==> src/rtl/ram_stream_reader.sv <==
// ram_stream_reader: turns (address, length) read commands into sequential
// reads on a simple dual-port RAM read port. Returned words pass through a
// small credit-protected FIFO and leave as a valid/ready stream with a last flag.
//
// Stream handshake: a word transfers on a rising clk edge where m_valid and
// m_ready are both high; while m_valid is high and m_ready low, m_data and
// m_last hold, and m_valid only drops after a transfer. Commands transfer on
// a rising edge with cmd_valid and cmd_ready both high.
module ram_stream_reader #(
    parameter int RAM_WIDTH    = 32,
    parameter int RAM_DEPTH    = 16,
    parameter int READ_LATENCY = 1,
    parameter int LEN_WIDTH    = 16,
    localparam int ADDR_W      = (RAM_DEPTH > 1) ? $clog2(RAM_DEPTH) : 1
) (
    input  logic                 clk,
    input  logic                 rst_n,
    input  logic                 cmd_valid,
    output logic                 cmd_ready,
    input  logic [ADDR_W-1:0]    cmd_addr,
    input  logic [LEN_WIDTH-1:0] cmd_len,
    output logic [ADDR_W-1:0]    ram_addrb,
    output logic                 ram_enb,
    output logic                 ram_regceb,
    output logic                 ram_rstb,
    input  logic [RAM_WIDTH-1:0] ram_doutb,
    output logic [RAM_WIDTH-1:0] m_data,
    output logic                 m_valid,
    input  logic                 m_ready,
    output logic                 m_last,
    output logic                 busy,
    output logic                 done,
    output logic [1:0]           dbg_state
);

    // FIFO sized so a full pipeline of returning reads always has a slot.
    localparam int FD    = READ_LATENCY + 2;
    localparam int CNT_W = $clog2(FD + 1);
    localparam int PTR_W = $clog2(FD);

    typedef enum logic [1:0] {
        IDLE  = 2'd0,
        READ  = 2'd1,
        DRAIN = 2'd2
    } state_t;

    state_t                state_q, state_d;
    logic [ADDR_W-1:0]     cur_addr_q, cur_addr_d;
    logic [LEN_WIDTH-1:0]  remaining_q, remaining_d;
    logic                  ram_enb_q, enb_last_q;
    logic [ADDR_W-1:0]     ram_addrb_q;
    logic [READ_LATENCY-1:0] pipe_v_q, pipe_l_q;
    logic                  done_q, done_d;
    logic                  busy_q;
    logic                  ready_q;

    logic [RAM_WIDTH-1:0]  fifo_data [FD];
    logic [FD-1:0]         fifo_last;
    logic [PTR_W-1:0]      rd_ptr_q, wr_ptr_q;
    logic [CNT_W-1:0]      count_q;

    logic                  issue, issue_last;
    logic [ADDR_W-1:0]     issue_addr;
    logic                  cmd_hs, push, push_last, pop, credit;
    logic [CNT_W:0]        inflight, occ_after_pop;

    function automatic logic [ADDR_W-1:0] next_addr(input logic [ADDR_W-1:0] a);
        return (a == ADDR_W'(RAM_DEPTH - 1)) ? '0 : a + 1'b1;
    endfunction

    function automatic logic [PTR_W-1:0] next_ptr(input logic [PTR_W-1:0] p);
        return (p == PTR_W'(FD - 1)) ? '0 : p + 1'b1;
    endfunction

    assign cmd_hs    = cmd_valid & ready_q & (state_q == IDLE);
    assign m_valid   = (count_q != '0);
    assign pop       = m_valid & m_ready;
    assign push      = pipe_v_q[READ_LATENCY-1];
    assign push_last = pipe_l_q[READ_LATENCY-1];

    // Count reads issued but not yet in the FIFO (including one landing now).
    always_comb begin
        inflight = (CNT_W + 1)'(ram_enb_q);
        for (int i = 0; i < READ_LATENCY; i++) begin
            inflight = inflight + (CNT_W + 1)'(pipe_v_q[i]);
        end
        occ_after_pop = (CNT_W + 1)'(count_q) - (CNT_W + 1)'(pop);
        credit        = (inflight + occ_after_pop) < (CNT_W + 1)'(FD);
    end

    // Next-state logic: decide whether a read is issued at this edge.
    always_comb begin
        state_d     = state_q;
        cur_addr_d  = cur_addr_q;
        remaining_d = remaining_q;
        issue       = 1'b0;
        issue_last  = 1'b0;
        issue_addr  = cur_addr_q;
        done_d      = 1'b0;
        case (state_q)
            IDLE: begin
                if (cmd_hs) begin
                    cur_addr_d  = cmd_addr;
                    remaining_d = cmd_len;
                    if (cmd_len == '0) begin
                        done_d = 1'b1;
                    end else begin
                        // First read goes out with the command so ram_enb rises in cycle 1.
                        issue       = 1'b1;
                        issue_addr  = cmd_addr;
                        issue_last  = (cmd_len == LEN_WIDTH'(1));
                        cur_addr_d  = next_addr(cmd_addr);
                        remaining_d = cmd_len - LEN_WIDTH'(1);
                        state_d     = (cmd_len == LEN_WIDTH'(1)) ? DRAIN : READ;
                    end
                end
            end
            READ: begin
                if (credit) begin
                    issue       = 1'b1;
                    issue_addr  = cur_addr_q;
                    issue_last  = (remaining_q == LEN_WIDTH'(1));
                    cur_addr_d  = next_addr(cur_addr_q);
                    remaining_d = remaining_q - LEN_WIDTH'(1);
                    if (remaining_q == LEN_WIDTH'(1)) begin
                        state_d = DRAIN;
                    end
                end
            end
            DRAIN: begin
                // Last word leaving means nothing is in flight and the FIFO empties.
                if (pop && fifo_last[rd_ptr_q]) begin
                    done_d  = 1'b1;
                    state_d = IDLE;
                end
            end
            default: state_d = IDLE;
        endcase
    end

    // Control registers, read port, return tag pipeline and FIFO bookkeeping.
    always_ff @(posedge clk) begin
        if (!rst_n) begin
            state_q     <= IDLE;
            cur_addr_q  <= '0;
            remaining_q <= '0;
            ram_enb_q   <= 1'b0;
            enb_last_q  <= 1'b0;
            ram_addrb_q <= '0;
            pipe_v_q    <= '0;
            pipe_l_q    <= '0;
            rd_ptr_q    <= '0;
            wr_ptr_q    <= '0;
            count_q     <= '0;
            fifo_last   <= '0;
            done_q      <= 1'b0;
            busy_q      <= 1'b0;
            ready_q     <= 1'b0;
        end else begin
            state_q     <= state_d;
            cur_addr_q  <= cur_addr_d;
            remaining_q <= remaining_d;
            ram_enb_q   <= issue;
            enb_last_q  <= issue & issue_last;
            if (issue) begin
                ram_addrb_q <= issue_addr;
            end
            pipe_v_q[0] <= ram_enb_q;
            pipe_l_q[0] <= enb_last_q;
            for (int i = 1; i < READ_LATENCY; i++) begin
                pipe_v_q[i] <= pipe_v_q[i-1];
                pipe_l_q[i] <= pipe_l_q[i-1];
            end
            if (push) begin
                fifo_last[wr_ptr_q] <= push_last;
                wr_ptr_q            <= next_ptr(wr_ptr_q);
            end
            if (pop) begin
                rd_ptr_q <= next_ptr(rd_ptr_q);
            end
            count_q <= count_q + CNT_W'(push) - CNT_W'(pop);
            done_q  <= done_d;
            busy_q  <= (state_d != IDLE) | (done_d & (state_q != IDLE));
            ready_q <= (state_d == IDLE);
        end
    end

    // FIFO data storage; validity is tracked by the counters above.
    always_ff @(posedge clk) begin
        if (push) begin
            fifo_data[wr_ptr_q] <= ram_doutb;
        end
    end

    assign cmd_ready  = ready_q;
    assign ram_addrb  = ram_addrb_q;
    assign ram_enb    = ram_enb_q;
    assign ram_regceb = (READ_LATENCY >= 2) ? pipe_v_q[0] : 1'b0;
    assign ram_rstb   = ~rst_n;
    assign m_data     = m_valid ? fifo_data[rd_ptr_q] : '0;
    assign m_last     = m_valid & fifo_last[rd_ptr_q];
    assign busy       = busy_q;
    assign done       = done_q;
    assign dbg_state  = state_q;

endmodule

==> config.mk <==
export PLATFORM = sky130hd
export DESIGN_NAME = ram_stream_reader
export DESIGN_NICKNAME = d
export VERILOG_FILES = /design/src/rtl/ram_stream_reader.sv
export SDC_FILE = /design/constraint.sdc
export NUM_CORES = 1
export LEC_CHECK = 0
export CORE_ASPECT_RATIO = 1.2
export CORE_MARGIN = 2
export CORE_UTILIZATION = 55
export DETAILED_ROUTE_END_ITERATION = 8
export PLACE_DENSITY_LB_ADDON = 0.1
export SLEW_MARGIN = 20
export SYNTH_ARGS = -nofsm -noshare
export SYNTH_HDL_FRONTEND = slang
export SYNTH_SLANG_ARGS = --single-unit
==> constraint.sdc <==
create_clock -name clk -period 5.51 [get_ports clk]
set_clock_uncertainty 0.05 [all_clocks]
set_input_delay 1.653 -clock clk [delete_from_list [all_inputs] [get_ports clk]]
set_output_delay 1.653 -clock clk [all_outputs]
set_load 0.05 [all_outputs]
==> qor.csv <==
metric,value,unit
clockBufferDepth,2,
drt_pass1_iterations,5,
slew_headroom,31.2,%
overflow,0,
power_density,468,nW/um^2
chipHeight,123,microns
clock_latency,0.41,ns
drt-vias-per-instance,5.77,
path_class,reg -> out,
dp_hpwl,9.60,mm
yosysWarnings,0,
antenna_left,0,
yosysSeqAreaShare,58.4,%
power_frac_seq,34.0,%
max_freq,224,MHz
final_layout_size_suffix_gt1_share,8.20,%
dp_worst_setup_slack,0.618,ns
grt_pass1_vias,4764,
cts_resized,0,
worstSetupStartpointType,register,
path_cells,buf_4 -> mux2i_1 -> nor2_1 -> a21oi_1 -> nor2_1 -> clkdlybuf4s50_1,
yosysMostFrequentCell,edfxtp_1,
dp.cells,821,
synth_cell_type_count,65,
crit_slowest_cell,dfxtp_2,
fill_cells,863,
status,finished clean,
antenna_found_initial,0,
core_area,11500,sq um
utilization,71.1,%
rsz0062_at_grt,false,
crit_top_cell,nor2_1,
netSwitchingFraction,38.1,%
arrival,2.77,ns
finalPower,0.00383,W
cts_buffers,17,
endpoint_kind,output pin,
synth_area_leaders,"edfxtp_1 (45%), dfxtp_1 (14%), mux2i_1 (5.6%)",
slowest_delay,0.82,ns
hold_viol,0,
cts_root_buffer,clkbuf_16,
hp-class,reg -> reg,
row_count,43,
synth_fp_nets,654,
drv_cap,0,
power.share.clock,27.8,%
ioPinCount,102,
clkTransAtPathRegs,0.06,ns
irDropWorstVdd,0.290,mV
synth_top_flop_cell,edfxtp_1,
vias,4917,
async_flop_share,0,%
period_minus_slack,4.47,ns
final_cells,852,
drtIter0Drc,362,
die_x,103,microns
synth_top_area_cell,edfxtp_1,
p_sw,0.00146,W
gp_congestion,0.884,
grt_pass1_wl,22.7,mm
p_comb_share,38.2,%
cts.sinks,140,
synthCells,587,
cp.required,3.81,ns
layout.nets,750,
synth-seq-cells,140,
synth_top_area_share,44.7,%
fin_setup_tns,0,ns
path_max_fanout,24,
synth_area_per_cell,11.0,sq um
area_delta_synth_final,27.0,%
finalCritPeriodShare,81.2,%
cts_tree,done,
grt_max_degree,36,
synth_commonest_cells,"edfxtp_1 (96), nor2_1 (92), a21oi_1 (64)",
cts_setup_buffers,0,
worst_slew_pin_slew,1.03,ns
setup_viol_count_final,0,
die_area,12600,sq um
total_leakage_power,2.79,nW
avgRoutedWirePerCell,17.2,microns
htreeDepth,4,
start_util,56.0,%
drt_wl_total,14.6,mm
internal-power,0.00237,W
hold_buffers,0,
slew_viol_final,0,
synth_area,6440,sq um
io_buffers,100,
antenna_cells,0,
drc,0,
setup_slack,1.04,ns
grt_use_total,23.8,%
synth_edf_count,96,
[placed cells by master (no fill, tap or decap), types with 19 or more instances in the layout]
master,n
o21ai_0,25
nor3_1,19
dfxtp_1,42
edfxtp_1,96
mux2i_1,36
nand2_1,27
nor2_1,90
a21oi_1,64
clkdlybuf4s50_1,99
[critical path, delay by kind of cell, from the launching register on]
family	cells	cell delay, ns
AOI/OAI and AO/OA	1	0.16
DFF	1	0.82
and+or+nand+nor	2	0.10
buffers and inverters	2	1.05
muxes	1	0.22
[cell families after synthesis]
kind of cell,share of synthesized area [%]
xor gates and xnor gates,1.22
DFF,58.4
buffers and inverters,3.26
adders and majority gates,2.37
muxes,5.77
other,0.0582
AOI/OAI and AO/OA,13.9
and+or+nand+nor,15.0
[power by group through the flow]
stage	logic [W]	registers, W	clock network (W)
2_1_floorplan	0.00100	0.00130	0
3_3_place_gp	0.00142	0.00132	0
3_5_place_dp	0.00145	0.00132	0
4_1_cts	0.00146	0.00130	0.00108
5_1_grt	0.00157	0.00131	0.00112
6_report	0.00146	0.00130	0.00107
[state kept, by name, summed over array words and instances (netlist names), 2 cells and up, named ones only]
| signal | flops |
|---|---|
| dbg_state | 2 |
| fifo_data | 96 |
| ram_addrb | 4 |
| rd_ptr_q | 2 |
| wr_ptr_q | 2 |
| count_q | 2 |
| cur_addr_q | 4 |
| remaining_q | 16 |
| fifo_last | 3 |
[metrics by stage]
| stage | area [sq um] | hold slack, ns |
|---|---|---|
| after floorplan | 6440 | 0.362 |
| after global placement | 7620 | 0.365 |
| after detailed placement | 7620 | 0.386 |
| after CTS | 8170 | 0.400 |
| after global routing | 8190 | 0.408 |
| final | 8190 | 0.400 |
[layer usage]
layer | global-route usage, % | vias to the layer above | part of all wire, %
li1 | - | 2373 | -
met1 | 26.3 | 2334 | 39
met2 | 42.9 | 181 | 53
met3 | 5.24 | 29 | 5.3
met4 | 11.3 | 0 | 2.9
met5 | 0 | - | 0
[layout make-up]
type | instances | area (sq um) | area share (%)
multi-input combinational | 395 | 2500 | 30.6
clock inverter | 13 | 126 | 1.54
clock buffer | 18 | 429 | 5.24
tap | 157 | 196 | 2.40
timing repair buffer | 112 | 1100 | 13.4
sequential | 140 | 3770 | 46.0
inverter | 17 | 63.8 | 0.779
[path summary, 6_finish.rpt]
path | startpoint | to | slack, ns | cells past startpoint
setup / recovery | register | m_data[26] | 1.04 | 6
hold / removal | enb_last_q | pipe_l_q | 0.40 | 1
setup reg to reg | count_q[1] | remaining_q[12] | 1.81 | 13
hold reg to reg | enb_last_q | pipe_l_q | 0.40 | 1
Note: power is estimated with default switching activity, not from simulation.
